==> src/rtl/ps2_hostport.sv <==
// PS/2 host port: filtered receive path that folds E0/F0 prefixes into a
// first-word-fall-through FIFO, plus a host-to-device transmitter with inhibit/request/ack.
module ps2_hostport #(
  parameter int FIFO_DEPTH  = 8,
  parameter int FILTER_LEN  = 8,
  parameter int INHIBIT_CYC = 2800,
  parameter int TIMEOUT_CYC = 56000
) (
  input  logic       clk,
  input  logic       rst_n,
  input  logic       ps2clk_in,
  input  logic       ps2dat_in,
  output logic       ps2clk_oe,
  output logic       ps2dat_oe,
  output logic [7:0] rx_data,
  output logic       rx_extended,
  output logic       rx_released,
  output logic       rx_valid,
  input  logic       rx_ready,
  output logic       rx_err,
  output logic       rx_overflow,
  input  logic       rx_ovf_clr,
  input  logic [7:0] tx_data,
  input  logic       tx_load,
  output logic       tx_busy,
  output logic       tx_done,
  output logic       tx_error
);

  localparam int PW = (FIFO_DEPTH > 1) ? $clog2(FIFO_DEPTH) : 1;
  localparam int CW = PW + 1;
  localparam int FW = (FILTER_LEN > 1) ? $clog2(FILTER_LEN) : 1;
  localparam int TW = $clog2(TIMEOUT_CYC + INHIBIT_CYC + 2);

  localparam logic [2:0] S_IDLE    = 3'd0;
  localparam logic [2:0] S_INHIBIT = 3'd1;
  localparam logic [2:0] S_REQ     = 3'd2;
  localparam logic [2:0] S_ACK     = 3'd3;
  localparam logic [2:0] S_WAIT    = 3'd4;

  logic          clk_s1_q, clk_s2_q, dat_s1_q, dat_s2_q, clk_f_q, fall_q;
  logic [FW-1:0] fcnt_q;

  logic [3:0]    rx_bit_q, rx_bit_d;
  logic [7:0]    rx_sr_q, rx_sr_d;
  logic          rx_par_q, rx_par_d;
  logic [TW-1:0] rx_gap_q, rx_gap_d;
  logic          ext_q, ext_d, rel_q, rel_d;
  logic          push_q, push_d, rx_err_q, rx_err_d;
  logic [9:0]    push_word_q, push_word_d;

  logic [9:0]    mem_q [FIFO_DEPTH];
  logic [PW-1:0] wr_q, rd_q;
  logic [CW-1:0] cnt_q, cnt_d;
  logic          ovf_q, ovf_d, pop_s, full_s, wr_en_s;

  logic [2:0]    tx_st_q, tx_st_d;
  logic [TW-1:0] tx_tmr_q, tx_tmr_d;
  logic [3:0]    tx_bit_q, tx_bit_d;
  logic [8:0]    tx_sr_q, tx_sr_d;
  logic          clk_oe_q, clk_oe_d, dat_oe_q, dat_oe_d;
  logic          tx_done_q, tx_done_d, tx_error_q, tx_error_d, tx_busy_q;
  logic          tx_to_s;

  // Synchronise both pins; a clock level is accepted after FILTER_LEN equal samples
  always_ff @(posedge clk) begin
    if (!rst_n) begin
      clk_s1_q <= 1'b1;
      clk_s2_q <= 1'b1;
      dat_s1_q <= 1'b1;
      dat_s2_q <= 1'b1;
      clk_f_q  <= 1'b1;
      fcnt_q   <= FW'(0);
      fall_q   <= 1'b0;
    end else begin
      clk_s1_q <= ps2clk_in;
      clk_s2_q <= clk_s1_q;
      dat_s1_q <= ps2dat_in;
      dat_s2_q <= dat_s1_q;
      fall_q   <= 1'b0;
      if (clk_s2_q != clk_f_q) begin
        if (fcnt_q == FW'(FILTER_LEN - 1)) begin
          clk_f_q <= clk_s2_q;
          fcnt_q  <= FW'(0);
          fall_q  <= clk_f_q;
        end else begin
          fcnt_q <= fcnt_q + FW'(1);
        end
      end else begin
        fcnt_q <= FW'(0);
      end
    end
  end

  // Receive frame decode; prefixes only update flags, other bytes are queued
  always_comb begin
    rx_bit_d    = rx_bit_q;
    rx_sr_d     = rx_sr_q;
    rx_par_d    = rx_par_q;
    rx_gap_d    = rx_gap_q;
    ext_d       = ext_q;
    rel_d       = rel_q;
    push_d      = 1'b0;
    push_word_d = push_word_q;
    rx_err_d    = 1'b0;
    if ((tx_st_q != S_IDLE) || tx_load) begin
      rx_bit_d = 4'd0;
      rx_gap_d = TW'(0);
    end else if (fall_q) begin
      rx_gap_d = TW'(0);
      case (rx_bit_q)
        4'd0: begin
          if (!dat_s2_q) rx_bit_d = 4'd1;
          else           rx_bit_d = 4'd0;
        end
        4'd9: begin
          rx_par_d = dat_s2_q;
          rx_bit_d = 4'd10;
        end
        4'd10: begin
          rx_bit_d = 4'd0;
          if (dat_s2_q && (^{rx_sr_q, rx_par_q})) begin
            if (rx_sr_q == 8'hE0) begin
              ext_d = 1'b1;
            end else if (rx_sr_q == 8'hF0) begin
              rel_d = 1'b1;
            end else begin
              push_d      = 1'b1;
              push_word_d = {ext_q, rel_q, rx_sr_q};
              ext_d       = 1'b0;
              rel_d       = 1'b0;
            end
          end else begin
            rx_err_d = 1'b1;
          end
        end
        default: begin
          rx_sr_d  = {dat_s2_q, rx_sr_q[7:1]};
          rx_bit_d = rx_bit_q + 4'd1;
        end
      endcase
    end else if (rx_bit_q != 4'd0) begin
      if (rx_gap_q == TW'(TIMEOUT_CYC)) begin
        rx_bit_d = 4'd0;
        rx_gap_d = TW'(0);
        rx_err_d = 1'b1;
      end else begin
        rx_gap_d = rx_gap_q + TW'(1);
      end
    end else begin
      rx_gap_d = TW'(0);
    end
  end

  // Receive state registers
  always_ff @(posedge clk) begin
    if (!rst_n) begin
      rx_bit_q    <= 4'd0;
      rx_sr_q     <= 8'h00;
      rx_par_q    <= 1'b0;
      rx_gap_q    <= TW'(0);
      ext_q       <= 1'b0;
      rel_q       <= 1'b0;
      push_q      <= 1'b0;
      push_word_q <= 10'h000;
      rx_err_q    <= 1'b0;
    end else begin
      rx_bit_q    <= rx_bit_d;
      rx_sr_q     <= rx_sr_d;
      rx_par_q    <= rx_par_d;
      rx_gap_q    <= rx_gap_d;
      ext_q       <= ext_d;
      rel_q       <= rel_d;
      push_q      <= push_d;
      push_word_q <= push_word_d;
      rx_err_q    <= rx_err_d;
    end
  end

  // FIFO control: a push on a full FIFO only survives if a pop frees a slot that cycle
  always_comb begin
    pop_s   = (cnt_q != CW'(0)) && rx_ready;
    full_s  = (cnt_q == CW'(FIFO_DEPTH));
    wr_en_s = push_q && (!full_s || pop_s);
    case ({wr_en_s, pop_s})
      2'b10:   cnt_d = cnt_q + CW'(1);
      2'b01:   cnt_d = cnt_q - CW'(1);
      default: cnt_d = cnt_q;
    endcase
    if (push_q && full_s && !pop_s) ovf_d = 1'b1;
    else if (rx_ovf_clr)            ovf_d = 1'b0;
    else                            ovf_d = ovf_q;
  end

  // FIFO pointers and storage
  always_ff @(posedge clk) begin
    if (!rst_n) begin
      wr_q  <= PW'(0);
      rd_q  <= PW'(0);
      cnt_q <= CW'(0);
      ovf_q <= 1'b0;
    end else begin
      if (wr_en_s) begin
        mem_q[wr_q] <= push_word_q;
        wr_q        <= wr_q + PW'(1);
      end
      if (pop_s) rd_q <= rd_q + PW'(1);
      cnt_q <= cnt_d;
      ovf_q <= ovf_d;
    end
  end

  assign tx_to_s = (tx_tmr_q == TW'(TIMEOUT_CYC));

  // Transmit handshake; all line drives are computed here and registered
  always_comb begin
    tx_st_d    = tx_st_q;
    tx_tmr_d   = tx_tmr_q;
    tx_bit_d   = tx_bit_q;
    tx_sr_d    = tx_sr_q;
    clk_oe_d   = clk_oe_q;
    dat_oe_d   = dat_oe_q;
    tx_done_d  = 1'b0;
    tx_error_d = 1'b0;
    case (tx_st_q)
      S_IDLE: begin
        clk_oe_d = 1'b0;
        dat_oe_d = 1'b0;
        if (tx_load) begin
          tx_st_d  = S_INHIBIT;
          tx_sr_d  = {~^tx_data, tx_data};
          tx_tmr_d = TW'(0);
          clk_oe_d = 1'b1;
        end else begin
          tx_tmr_d = TW'(0);
        end
      end
      S_INHIBIT: begin
        if (tx_tmr_q == TW'(INHIBIT_CYC - 1)) begin
          tx_st_d  = S_REQ;
          clk_oe_d = 1'b0;
          dat_oe_d = 1'b1;
          tx_tmr_d = TW'(0);
          tx_bit_d = 4'd0;
        end else begin
          tx_tmr_d = tx_tmr_q + TW'(1);
        end
      end
      S_REQ, S_ACK, S_WAIT: begin
        if ((tx_st_q == S_WAIT) && clk_f_q && dat_s2_q) begin
          tx_st_d  = S_IDLE;
          tx_tmr_d = TW'(0);
        end else if (fall_q && (tx_st_q != S_WAIT)) begin
          tx_tmr_d = TW'(0);
          if (tx_st_q == S_ACK) begin
            tx_done_d  = !dat_s2_q;
            tx_error_d = dat_s2_q;
            tx_st_d    = S_WAIT;
          end else begin
            tx_bit_d = tx_bit_q + 4'd1;
            if (tx_bit_q < 4'd8) begin
              dat_oe_d = ~tx_sr_q[tx_bit_q[2:0]];
            end else if (tx_bit_q == 4'd8) begin
              dat_oe_d = ~tx_sr_q[8];
            end else begin
              dat_oe_d = 1'b0;
              tx_st_d  = S_ACK;
            end
          end
        end else if (tx_to_s) begin
          tx_error_d = 1'b1;
          clk_oe_d   = 1'b0;
          dat_oe_d   = 1'b0;
          tx_st_d    = S_IDLE;
          tx_tmr_d   = TW'(0);
        end else begin
          tx_tmr_d = tx_tmr_q + TW'(1);
        end
      end
      default: begin
        tx_st_d  = S_IDLE;
        clk_oe_d = 1'b0;
        dat_oe_d = 1'b0;
      end
    endcase
  end

  // Transmit state registers
  always_ff @(posedge clk) begin
    if (!rst_n) begin
      tx_st_q    <= S_IDLE;
      tx_tmr_q   <= TW'(0);
      tx_bit_q   <= 4'd0;
      tx_sr_q    <= 9'h000;
      clk_oe_q   <= 1'b0;
      dat_oe_q   <= 1'b0;
      tx_done_q  <= 1'b0;
      tx_error_q <= 1'b0;
      tx_busy_q  <= 1'b0;
    end else begin
      tx_st_q    <= tx_st_d;
      tx_tmr_q   <= tx_tmr_d;
      tx_bit_q   <= tx_bit_d;
      tx_sr_q    <= tx_sr_d;
      clk_oe_q   <= clk_oe_d;
      dat_oe_q   <= dat_oe_d;
      tx_done_q  <= tx_done_d;
      tx_error_q <= tx_error_d;
      tx_busy_q  <= (tx_st_d != S_IDLE);
    end
  end

  assign ps2clk_oe   = clk_oe_q;
  assign ps2dat_oe   = dat_oe_q;
  assign rx_data     = mem_q[rd_q][7:0];
  assign rx_extended = mem_q[rd_q][9];
  assign rx_released = mem_q[rd_q][8];
  assign rx_valid    = (cnt_q != CW'(0));
  assign rx_err      = rx_err_q;
  assign rx_overflow = ovf_q;
  assign tx_busy     = tx_busy_q;
  assign tx_done     = tx_done_q;
  assign tx_error    = tx_error_q;

endmodule
==> config.mk <==
export PLATFORM = sky130hd
export DESIGN_NAME = ps2_hostport
export DESIGN_NICKNAME = d
export VERILOG_FILES = /design/src/rtl/ps2_hostport.sv
export SDC_FILE = /design/constraint.sdc
export NUM_CORES = 1
export LEC_CHECK = 0
export ABC_AREA = 1
export BUFFER_PORTS_ARGS = -buffer_cell sky130_fd_sc_hd__buf_4
export CAP_MARGIN = 0
export CORE_MARGIN = 2
export CORE_UTILIZATION = 62
export DETAILED_ROUTE_END_ITERATION = 6
export GPL_TIMING_DRIVEN = 0
export HOLD_SLACK_MARGIN = 0.03
export MAX_ROUTING_LAYER = met4
export PLACE_DENSITY = 0.87
export SLEW_MARGIN = 10
export SYNTH_ARGS = -nofsm -noshare
export SYNTH_HDL_FRONTEND = slang
export SYNTH_SLANG_ARGS = --single-unit
==> constraint.sdc <==
create_clock -name clk -period 2.25 [get_ports clk]
set_input_delay 0.225 -clock clk [delete_from_list [all_inputs] [get_ports clk]]
set_output_delay 0.225 -clock clk [all_outputs]
set_load 0.05 [all_outputs]
==> reports/summary.md, run 1 <==
The flow ran to the end, but the final reports show violations. The checks that failed: negative setup slack. The top cell type by area accounts for 28.9% of the synthesized area.

For the post-route worst setup slack, the log shows -68.3 ps. The die covers 14400 um^2. The cell count after synthesis came out at 972. The tools report the count of yosys warnings during synthesis as 0.

The tools report the final cell utilization of the core as 71.8%. TritonCTS built the clock tree. The synthesized area per cell was 8.56 um^2; the sequential area share after synthesis was 53.7%. The required time of the critical path is 2030 ps. The slowest stage of the critical path belongs to the cell dfxtp_1. The critical path goes through inv_1, clkbuf_2, nor2_1, o21ai_0, a31oi_1, buf_4.

No sink is reached through more buffers than the 2 on the longest clock path. Measured against its own limit, the worst slew margin works out to 39.7%. At the end of the flow, the number of nets in the layout was 1060. The combined area of all synthesized cells was 8320 um^2; the total power draw was 0.00852 W. The remaining global-route overflow is 0. The overall track demand over capacity in global routing is 27.3%, and the signal arrival time at the worst endpoint is 2090 ps. The number of input and output port buffers inserted came out at 31. In the synthesized netlist the dominant register cell turns out to be dfxtp_1. The clock-pin transition on the worst setup and hold timing paths works out to 70 ps. The tools report the sort of element at the start of the critical path as a flip-flop. At the end of routability-driven placement, the weighted congestion stood at 0.948.

The average wire length per cell after detail routing was 15.1 um; the synthesized net count was 1005. The floorplan step set the die height to 120 um. For the pin with the worst max-slew slack, the measured transition is 900 ps. The run gives 0 as the final hold violation count.

TritonCTS created 17 clock buffers. The number of max-capacitance violations reported came out at 0. Entering global routing, the biggest net connects 17 pins.

After synthesis, the share of flip-flops with an asynchronous set or reset is 0%. The min-delay analysis places its worst path in the category in -> reg. The initial core utilization was 63.1%; the highest achievable clock rate was 0.431 GHz. The final layout contains routed wiring with a total length of 18300 um. The worst setup path is of the reg -> out kind. Number of global-route vias before repair: 6452. The growth of design area from synthesis to finish came out at 13.8%.

The number of levels in the clock H-tree is 4, and the final design area excluding fillers is 9470 um^2. Number of cell rows: 42. Total setup violations reported at the end of the flow: 1. Along the worst path, the maximum fanout reaches 10. The commonest cells after synthesis are nor2_1, nand2_1, inv_1. In this run the count of I/O pins placed on the die edge is 33. The final period demand of the worst path was 2320 ps. The die is 120 um wide. STA classifies the critical path endpoint as an output port. The post-synthesis sequential element count came out at 183. Once detail routing completed, the nets flagged for antenna violations numbered 0. The first global-routing pass estimated 30000 um of wire. Across the routed clock network, the largest skew measured is 15.9 ps. The detailed router placed 6760 vias in this run. The clock reaches the later pin of the worst-skew pair after 440 ps.

The run gives 183 as the TritonCTS sink count. The number of flops mapped to enable cells by yosys works out to 80. In this run the static leakage power is 3.63 nW. Dividing the detail-routed via count by the number of cells gives 5.56. The post-route netlist has 12.7% of its cells at a drive strength greater than 1. Setup repair after global routing could not meet its margin everywhere. The floorplan step defined a core boundary enclosing 13200 um^2.

In the finished design, the share of the clock period the worst path needs comes to 103%. The number of DRC markers after the initial detailed-route iteration came out at 677. The initial antenna violation count was 0; the placed instance area was 8790 um^2.

Before CTS, the worst setup slack after placement is -183 ps. The run gives 5 as the detailed-router iteration count before antenna repair. In this run the power density over the cells is 900 nW/um^2. After legalization and detailed placement, the total HPWL measured 12400 um.

The final max-slew violation count was 0; the cell depth of the worst min-delay path was 3. Sorting the synthesized cells by area gives the leading types as edfxtp_1, dfxtp_1, nor2_1. The largest voltage drop on the vdd net was 455 uV. The largest area contributor in the synthesized netlist is edfxtp_1. Counting cells, the worst reg-to-reg path comes to 8.

CTS placed an instance of clkbuf_16 at the clock tree root. 0 antenna diodes ended up in the layout. In this run, distinct cell masters in the synthesized netlist total 41. The cell with the most instances after synthesis was nor2_1. In the routed design, unresolved DRC markers number 0.

In this design, the stage delay of the slowest critical-path cell is 420 ps.
cell type report:
type / instances / area, um^2
Multi-Input combinational cell: 636 / 3340
Inverter: 123 / 462
Fill cell: 972 / 3720
Buffer: 30 / 169
Clock buffer: 19 / 433
Tap cell: 176 / 220
Timing Repair Buffer: 36 / 280
Clock inverter: 13 / 100
Sequential cell: 183 / 4470
where the power goes:
part | leakage, nW | internal [W] | total (W) | switching [W]
logic | 1.78 | 0.000729 | 0.00222 | 0.00149
clock network | 0.254 | 0.00142 | 0.00270 | 0.00128
registers | 1.60 | 0.00352 | 0.00360 | 0.0000783
total | 3.63 | 0.00567 | 0.00852 | 0.00285
worst paths after layout:
path	from	endpoint	slack [ps]
max	flip-flop	rx_released	-70
min	tx_data[2]	tx_sr_q[2]	30
max reg2reg	cnt_q[2]	mem_q[6][1]	120
min reg2reg	clk_s1_q	clk_s2_q	420
critical path, delay by kind of cell (launching register included):
family / cells / cell delay [ps]
buf+inv: 3 / 590
compound gates: 2 / 500
simple gates: 1 / 160
flops: 1 / 420
registers in the layout, summed over array words and instances, names as in the netlist, 4 cells and up, named ones only:
signal and flops:
mem_q 80, rx_gap_q 16, rx_sr_q 8, tx_bit_q 4, tx_tmr_q 16, rx_bit_q 4, cnt_q 4, push_word_q 10
tx_sr_q 9
layout by cell type (no fill, tap or decap), types with 3 or more instances in the layout:
| cell | count |
|---|---|
| buf_2 | 4 |
| nand4_1 | 23 |
| o211ai_1 | 4 |
| nand2_2 | 8 |
| xor2_1 | 11 |
| nand2_1 | 137 |
| nor3b_1 | 8 |
| nor4_1 | 6 |
| o21ai_0 | 75 |
| nor3_2 | 8 |
| nand3_1 | 38 |
| dfxtp_1 | 101 |
| clkbuf_2 | 5 |
| a31oi_1 | 14 |
| xnor2_1 | 9 |
| dlygate4sd3_1 | 4 |
| inv_1 | 121 |
| clkbuf_4 | 3 |
| ha_1 | 16 |
| o22ai_1 | 10 |
| nor2_1 | 149 |
| a21oi_1 | 55 |
| o21ai_1 | 5 |
| buf_6 | 4 |
| edfxtp_1 | 80 |
| clkinv_4 | 6 |
| nor3_1 | 20 |
| nand3_2 | 7 |
| nor2_2 | 10 |
| clkbuf_1 | 14 |
| clkbuf_16 | 17 |
| or2_2 | 6 |
| buf_4 | 33 |
routing by layer:
| metal | vias to the layer above | track usage (%) | share of wire (%) |
|---|---|---|---|
| met5 | - | - | 0 |
| met4 | 0 | 11.1 | 2.8 |
| met3 | 48 | 5.47 | 6.0 |
| met2 | 267 | 45.8 | 51 |
| met1 | 3091 | 32.3 | 40 |
| li1 | 3354 | - | - |
logic make-up (layout without fill, tap and decap cells):
group	Yosys count	in the layout	synth area share (%)
AO/OA/AOI/OAI	170	170	11.0
XOR/XNOR	20	20	2.11
adder cells (fa/ha/maj)	18	18	2.80
buffers and inverters	153	221	7.10
flip-flops	183	183	53.7
AND/OR/NAND/NOR	428	428	23.3
what timing repair did:
| item | CTS | global route |
|---|---|---|
| pin swaps | 0 | 3 |
| setup buffers | 0 | 1 |
| endpoints found under the hold margin | 4 | 0 |
| hold buffers | 4 | 0 |
| gates resized for setup | 17 | 30 |
| endpoints found under the setup margin | 26 | 81 |
through the flow:
step                      instances  hold slack (ps)  TNS [ps]
after floorplan                 972              332         0
after global placement         1179              404     -8540
after detailed placement       1179              405     -1590
after CTS                      1215             36.0         0
after global routing           1216             45.1      -293
final                          1216             32.5     -68.3
(Power assumes the default switching activity.)
==> inputs of run 2 (changes only) <==
--- a/config.mk
+++ b/config.mk
@@ -9,12 +9,13 @@
 export BUFFER_PORTS_ARGS = -buffer_cell sky130_fd_sc_hd__buf_4
 export CAP_MARGIN = 0
 export CORE_MARGIN = 2
-export CORE_UTILIZATION = 62
+export CORE_UTILIZATION = 65
 export DETAILED_ROUTE_END_ITERATION = 6
 export GPL_TIMING_DRIVEN = 0
 export HOLD_SLACK_MARGIN = 0.03
 export MAX_ROUTING_LAYER = met4
-export PLACE_DENSITY = 0.87
+export PLACE_DENSITY = 0.9
+export RECOVER_POWER = 50
 export SLEW_MARGIN = 10
 export SYNTH_ARGS = -nofsm -noshare
 export SYNTH_HDL_FRONTEND = slang
==> constraint.sdc (replaced) <==
create_clock -name clk -period 2.7 [get_ports clk]
set_input_delay 0.27 -clock clk [delete_from_list [all_inputs] [get_ports clk]]
set_output_delay 0.27 -clock clk [all_outputs]
set_load 0.05 [all_outputs]
==> run 2 against run 1 <==
Against the previous run: the run now ends clean; utilization rose by 2.2 points; hold slack better by 43 ps; register-to-register slack better by 30 ps; sequential cell count unchanged; sequential power shrank 17%; highest routed layer unchanged.
==> reports/summary.md, run 2 (synthesis results as in run 1) <==
Final period utilization: 95.0%. Leaving out fill and tap cells, the most frequent cells in the layout are nor2_1, nand2_1, inv_1. Number of buffers added by the clock tree synthesis step: 17 (unchanged). The logs give 0 (unchanged) for the buffer count from post-CTS setup fixing and 0 (unchanged) for the DRC violation count after routing.

The area growth from synthesis to layout is 11.8%. The net count of the finished layout is 1059 (-0.094%), and the total half-perimeter wirelength after legalization and detailed placement is 12300 um (-0.79%). The remaining global-route overflow was 0 (unchanged); the cell leakage power was 3.56 nW (-2.0%). TritonCTS sink count: 183 (unchanged). For the final design area excluding fillers, the log shows 9300 um^2 (-1.8%). Clock-pin transition on the worst setup and hold timing paths: 70 ps (about the same). The run gives 0 ps (+68.3 ps) as the sum of negative setup slack. The critical path is of the reg -> out type.

Highest achievable clock rate: 0.390 GHz. Leaving out fill and tap cells, the most frequent cell in the layout is nor2_1. The cell that appears most often on the critical path is nor2_1. The number of buffers on the longest clock path is 2 (unchanged), and the total setup violations reported at the end of the flow is 0 (-1).

The logs give 6 (+1) for the detailed-router iteration count before antenna repair and 6873 (+1.7%) for the total number of vias. The placed instance area came out at 8800 um^2 (about the same). The vertical extent of the die was 117 um (-2.3%); the part of the total power dissipated in combinational logic was 24.7% (-1.4 points). The slew of the pin with the lowest slew margin came out at 1020 ps (+118 ps). The run gives 0.927 (-2.2%) as the last weighted congestion value of the routability-driven placer. The flow ran to the end, and the final reports show no timing, DRC or antenna violations. For the number of fillers in the final layout, the log shows 894 (-8.0%). The logs give 0 (unchanged) for the final max-slew violation count and 612 (-9.6%) for the number of DRC markers after the initial detailed-route iteration. The run gives 1210 um (+10%) as the met3 wirelength from detailed routing. The tools report the type of destination of the critical path as an output port.

The initial antenna violation count was 0 (unchanged); the number of global-route vias before repair was 6607 (+2.4%). The overall track demand over capacity in global routing was 29.7% (+2.4 points). The slowest cell on the critical path is clkbuf_1. mem_q holds more flip-flops than any other register. The run gives 41 (-2.4%) as the number of cell rows. The net switching power of the design is 0.00247 W (-13%), and the net switching share of the total power is 34.6% (+1.2 points). Wire length of the first global-routing pass: 30300 um (+1.2%). The final hold violation count came out at 0 (unchanged). The top fanout value on the critical path was 10 (unchanged). The final period demand of the worst path is 2570 ps, and the via density per instance is 5.68 (+2.1%). In the final layout, the registers with the most flip-flops are mem_q x80, rx_gap_q x16, tx_tmr_q x16.

The logs give 2300 ps (+210 ps) for the signal arrival time at the worst endpoint and 4 (unchanged) for the number of levels in the clock H-tree. The cell chosen for the clock root is clkbuf_16. Largest voltage drop on the vdd net: 487 uV (+7.1%). The pin count of the biggest net entering global routing was 19 (+2); the average wire length per cell after detail routing was 15.6 um (+3.3%). Share of final-layout standard cells stronger than drive strength 1: 9.14% (-3.5 points). The number of max-capacitance violations reported was 0 (unchanged); the routed length on met1 was 7570 um (+2.7%).

TritonCTS built the clock tree. The I/O pin count is 33 (unchanged), and the required time of the critical path is 2430 ps (+400 ps). The logs give 440 ps (about the same) for the clock latency reported for the late side of the worst-skew pair and 13700 um^2 (-4.5%) for the die area. The run gives 0.00466 W (-18%) as the internal power of the cells. Total inserted antenna cells: 0 (unchanged).

The total met2 wirelength after detailed routing is 9590 um (+2.6%). The highest metal layer used by the detailed router is met4. The remaining max-slew budget at the tightest pin is 31.4% (-8.2 points). The cell area power density is 767 nW/um^2 (-15%). The run gives 42.0% (-0.3 points) as the part of the total power dissipated in sequential elements. The overall die width was 117 um (-2.3%); the number of input and output port buffers inserted was 31 (unchanged).

The critical path goes through clkbuf_1, nor2_1, o22ai_1, nor2_1, a31oi_1, buf_4. Setup repair after global routing left no endpoint under its margin. The initial core utilization came out at 66.2% (+3.1 points). The tools report the wire length reported by the detailed router as 18900 um (+2.9%). Largest clock skew in the final design: 8.63 ps (-7.31 ps).

The path category of the worst min-delay check was in -> reg. The core box area is 12600 um^2 (-4.7%), and the clock share of power is 33.3% (+1.7 points). Delay of the slowest cell on the worst path: 490 ps (+70 ps). For the remaining antenna violation count after routing, the log shows 0 (unchanged).

The sort of element at the start of the critical path was a flip-flop. Number of flip-flops under the largest register name: 80 (unchanged).
[run 2: changes by cell type in the layout (fill, tap and decap cells not counted), moves of 3 or more]
cell	delta
clkbuf_1	+17
buf_4	-8
nor2_1	+8
nor2_2	-6
inv_8	+5
buf_6	-4
nand3_1	+4
nand3_2	-4
o21ai_0	+4
clkbuf_4	-3
o21ai_1	-3
[run 2: worst paths after layout]
check	slack (ps)	to	depth (start not counted)	start
hold reg to reg	420	clk_s2_q	1	clk_s1_q
setup / recovery	130	rx_data[0]	6	flip-flop
hold / removal	80	rx_overflow	4	rx_ovf_clr
setup reg to reg	150	tx_tmr_q[7]	7	tx_st_q[1]
[run 2: timing repair]
item	CTS	global route
gates resized for setup	0	7
hold endpoints to repair	2	0
endpoints found under the setup margin	0	2
hold buffers	2	0
[run 2: per-stage QoR]
step	util [%]	power (W)	setup WS, ps	instances	hold slack (ps)
floorplan	-	0.00426	281	972	377
CTS	74.6	0.00710	64.8	1211	74.8
detailed placement	70.0	0.00477	199	1177	411
finish	74.0	0.00713	134	1211	75.7
global placement	69.7	0.00470	104	1175	401
global route	74.0	0.00738	24.3	1211	75.6
[run 2: per-layer routing]
metal | global-route usage [%] | vias up
met5 | - | -
met4 | 13.6 | 0
met3 | 6.02 | 51
met2 | 50.7 | 313
met1 | 33.6 | 3157
li1 | - | 3352
[run 2: critical path, delay by kind of cell (launching register included)]
family          cells  cell delay [ps]
buf+inv             2              730
compound gates      2              440
flops               1              470
simple gates        2              210
[run 2: power groups by stage]
stage	combinational, W	clock [W]	sequential [W]
floorplan	0.00121	0	0.00305
global placement	0.00165	0	0.00305
detailed placement	0.00172	0	0.00305
CTS	0.00174	0.00237	0.00299
global route	0.00191	0.00247	0.00300
finish	0.00176	0.00237	0.00299
[run 2: final cells by class]
class                      count  area, um^2  area share (%)
clock buffer                  18         429            4.62
multi-input combinational    636        3240            34.8
sequential                   183        4460            48.0
clock inverter                14         130            1.40
timing repair buffer          35         238            2.56
tap                          172         215            2.31
buffer                        30         121            1.31
inverter                     123         462            4.97
==> inputs of run 3 (changes only) <==
--- a/config.mk
+++ b/config.mk
@@ -10,6 +10,7 @@
 export CAP_MARGIN = 0
 export CORE_MARGIN = 2
 export CORE_UTILIZATION = 65
+export CTS_BUF_LIST = sky130_fd_sc_hd__clkbuf_8
 export DETAILED_ROUTE_END_ITERATION = 6
 export GPL_TIMING_DRIVEN = 0
 export HOLD_SLACK_MARGIN = 0.03
==> run 3 against run 2 <==
Against the previous run: non-clock buffer count did not move; maximum frequency fell by 0.23%; clock power fell by 27%; critical path depth rose by 1; hold slack got worse by 27 ps; sequential share of layout area rose by 1.0 points; setup slack got worse by 5.9 ps; largest power group unchanged.
==> reports/summary.md, run 3 (synthesis results as in run 1) <==
The tools report the die area as 13700 um^2 (unchanged). The number of fillers in the final layout was 941 (+5.3%); the sum of negative setup slack was 0 ps (unchanged). The remaining max-slew budget at the tightest pin was 29.3% (-2.2 points). The post-placement worst setup slack came out at 199 ps (unchanged).

The pin count of the biggest net entering global routing was 19 (unchanged). The delay of the slowest cell on the worst path was 850 ps (+360 ps); the number of buffers added by the clock tree synthesis step was 17 (unchanged). Number of input and output port buffers inserted: 31 (unchanged). The top cell types in the final layout, fill and taps aside, are nor2_1, nand2_1, inv_1. The required time of the critical path was 3090 ps (+660 ps). The average wire length per cell after detail routing was 14.9 um (-4.7%). More flip-flops sit in one register than any other, and that register is mem_q. The run gives 14.2 ps (+5.53 ps) as the largest clock skew in the final design. The clock-pin transition on the worst setup and hold timing paths was 100 ps (+30 ps). For the number of buffers on the longest clock path, the log shows 2 (unchanged).

The commonest non-fill, non-tap cell in the layout was nor2_1. Walking the worst path, the cells encountered are o21ai_0, o21ai_1, nor2_2, nand3_1, nand3_1, nand2_4, nor3b_2. The clock latency reported for the late side of the worst-skew pair was 470 ps (+30 ps); the core box area was 12600 um^2 (unchanged). Detailed-router iteration count before antenna repair: 6 (unchanged). The tools report the number of levels in the clock H-tree as 4 (unchanged).

The run gives 0.927 (unchanged) as the last weighted congestion value of the routability-driven placer. The worst setup path is of the reg -> reg kind. Overall track demand over capacity in global routing: 28.5% (-1.1 points). The buffer count from post-CTS setup fixing was 0 (unchanged). The post-route worst setup slack was 128 ps (-5.93 ps); the final max-slew violation count was 0 (unchanged). The net count of the finished layout is 1059 (unchanged). Wire length of the first global-routing pass: 29300 um (-3.3%). The final period utilization is 95.3% (+0.22 points).

The vertical extent of the die is 117 um (unchanged), and the remaining global-route overflow is 0 (unchanged). The sequential cell area is 4460 um^2 (unchanged). For this design, the slowest cell found on the critical path is o21ai_0. The via density per instance is 5.58 (-1.6%).

Area of the multi-input gates: 3230 um^2 (about the same). For the largest voltage drop on the vdd net, the log shows 401 uV (-18%). The most numerous cell on the critical path is nand3_1.

The path category of the worst min-delay check is in -> reg. The slew of the pin with the lowest slew margin is 1050 ps (+32.0 ps), and the number of flip-flops under the largest register name is 80 (unchanged). TritonCTS sink count: 183 (unchanged). The placed instance count came out at 1177 (unchanged). The tools report the initial antenna violation count as 0 (unchanged). The run gives 1211 (unchanged) as the final cell count without fillers. The top fanout value on the critical path was 9 (-1); the share of final-layout standard cells stronger than drive strength 1 was 9.14% (unchanged).

The I/O pin count was 33 (unchanged). The overall die width was 117 um (unchanged); the growth of design area from synthesis to finish was 9.45%. The cell leakage power came out at 3.48 nW (-2.2%).

The cell area power density works out to 710 nW/um^2 (-7.4%). On the critical path the largest part of the delay comes from compound AO/OA/AOI/OAI gates. The number of max-capacitance violations reported was 0 (unchanged); the total half-perimeter wirelength after legalization and detailed placement was 12300 um (unchanged).

For the final hold violation count, the log shows 0 (unchanged). The total setup violations reported at the end of the flow is 0 (unchanged), and the final period demand of the worst path is 2570 ps (+5.94 ps). The tools report the total number of vias as 6763 (-1.6%).

The DRC violation count after routing is 0 (unchanged), and the wire length reported by the detailed router is 18000 um (-4.7%). Number of global-route vias before repair: 6412 (-3.0%). TritonCTS built the clock tree. The initial core utilization came out at 66.2% (unchanged).

The worst setup path is launched from a flip-flop. Clock tree synthesis selected as its root buffer the cell clkbuf_8. The remaining antenna violation count after routing is 0 (unchanged), and the total inserted antenna cells is 0 (unchanged). The number of DRC markers after the initial detailed-route iteration was 636 (+3.9%); the signal arrival time at the worst endpoint was 2960 ps (+660 ps).

The largest registers in the layout are mem_q x80, rx_gap_q x16, tx_tmr_q x16. The type of destination of the critical path is a flip-flop. The flow ran to the end, and the final reports show no timing, DRC or antenna violations. Buffer and inverter count on the worst path: 0 (-2). For the highest achievable clock rate, the log shows 0.389 GHz (-0.23%).

The tools report the number of cell rows as 41 (unchanged). Setup repair after global routing left no endpoint under its margin.
==> run 3: worst paths after layout <==
path / from / to / slack [ps] / cells past startpoint
min reg2reg: fcnt_q[0] / fcnt_q[0] / 430 / 1
max reg2reg: tx_st_q[1] / tx_tmr_q[7] / 130 / 7
max: tx_st_q[1] / tx_tmr_q[7] / 130 / 7
min: rx_ovf_clr / rx_overflow / 50 / 4
==> run 3: report_power, final <==
part           internal (W)  switching [W]  leakage [nW]
sequential          0.00293      0.0000562          1.59
combinational      0.000508        0.00123          1.69
clock              0.000678        0.00106         0.194
total               0.00412        0.00235          3.48
==> run 3: routing by layer <==
layer	track usage, %	vias up	routed length (um)
met5	-	-	0
met1	32.3	3129	7470
met3	5.36	46	963
met2	49.6	239	9100
li1	-	3349	-
met4	12.2	0	453
==> run 3: cell type report <==
type                            instances  share of cell area, %
Timing Repair Buffer                   35                   2.61
Multi-Input combinational cell        636                   35.5
Sequential cell                       183                   49.0
Clock buffer                           17                   2.57
Clock inverter                         15                   1.47
Inverter                              123                   5.07
Tap cell                              172                   2.36
Buffer                                 30                   1.35
==> run 3: timing repair <==
action | 4_1_cts | 5_1_grt
endpoints found under the hold margin | 2 | 0
resized for setup | 0 | 9
hold buffers | 2 | 0
setup endpoints to repair | 0 | 5
==> run 3: tightest hold or removal path: cells and delay by family <==
kind            cells  cell delay [ps]
compound gates      1               50
buf+inv             2              100
simple gates        1               40
==> run 3: through the flow <==
step                hold slack [ps]  power (W)  instance area (um^2)  utilization, %
floorplan                       377    0.00426                  8320               -
global placement                401    0.00470                  8770            69.7
detailed placement              411    0.00477                  8800            70.0
CTS                            34.1    0.00646                  9180            73.1
global route                   31.1    0.00674                  9100            72.4
finish                         48.9    0.00647                  9100            72.4
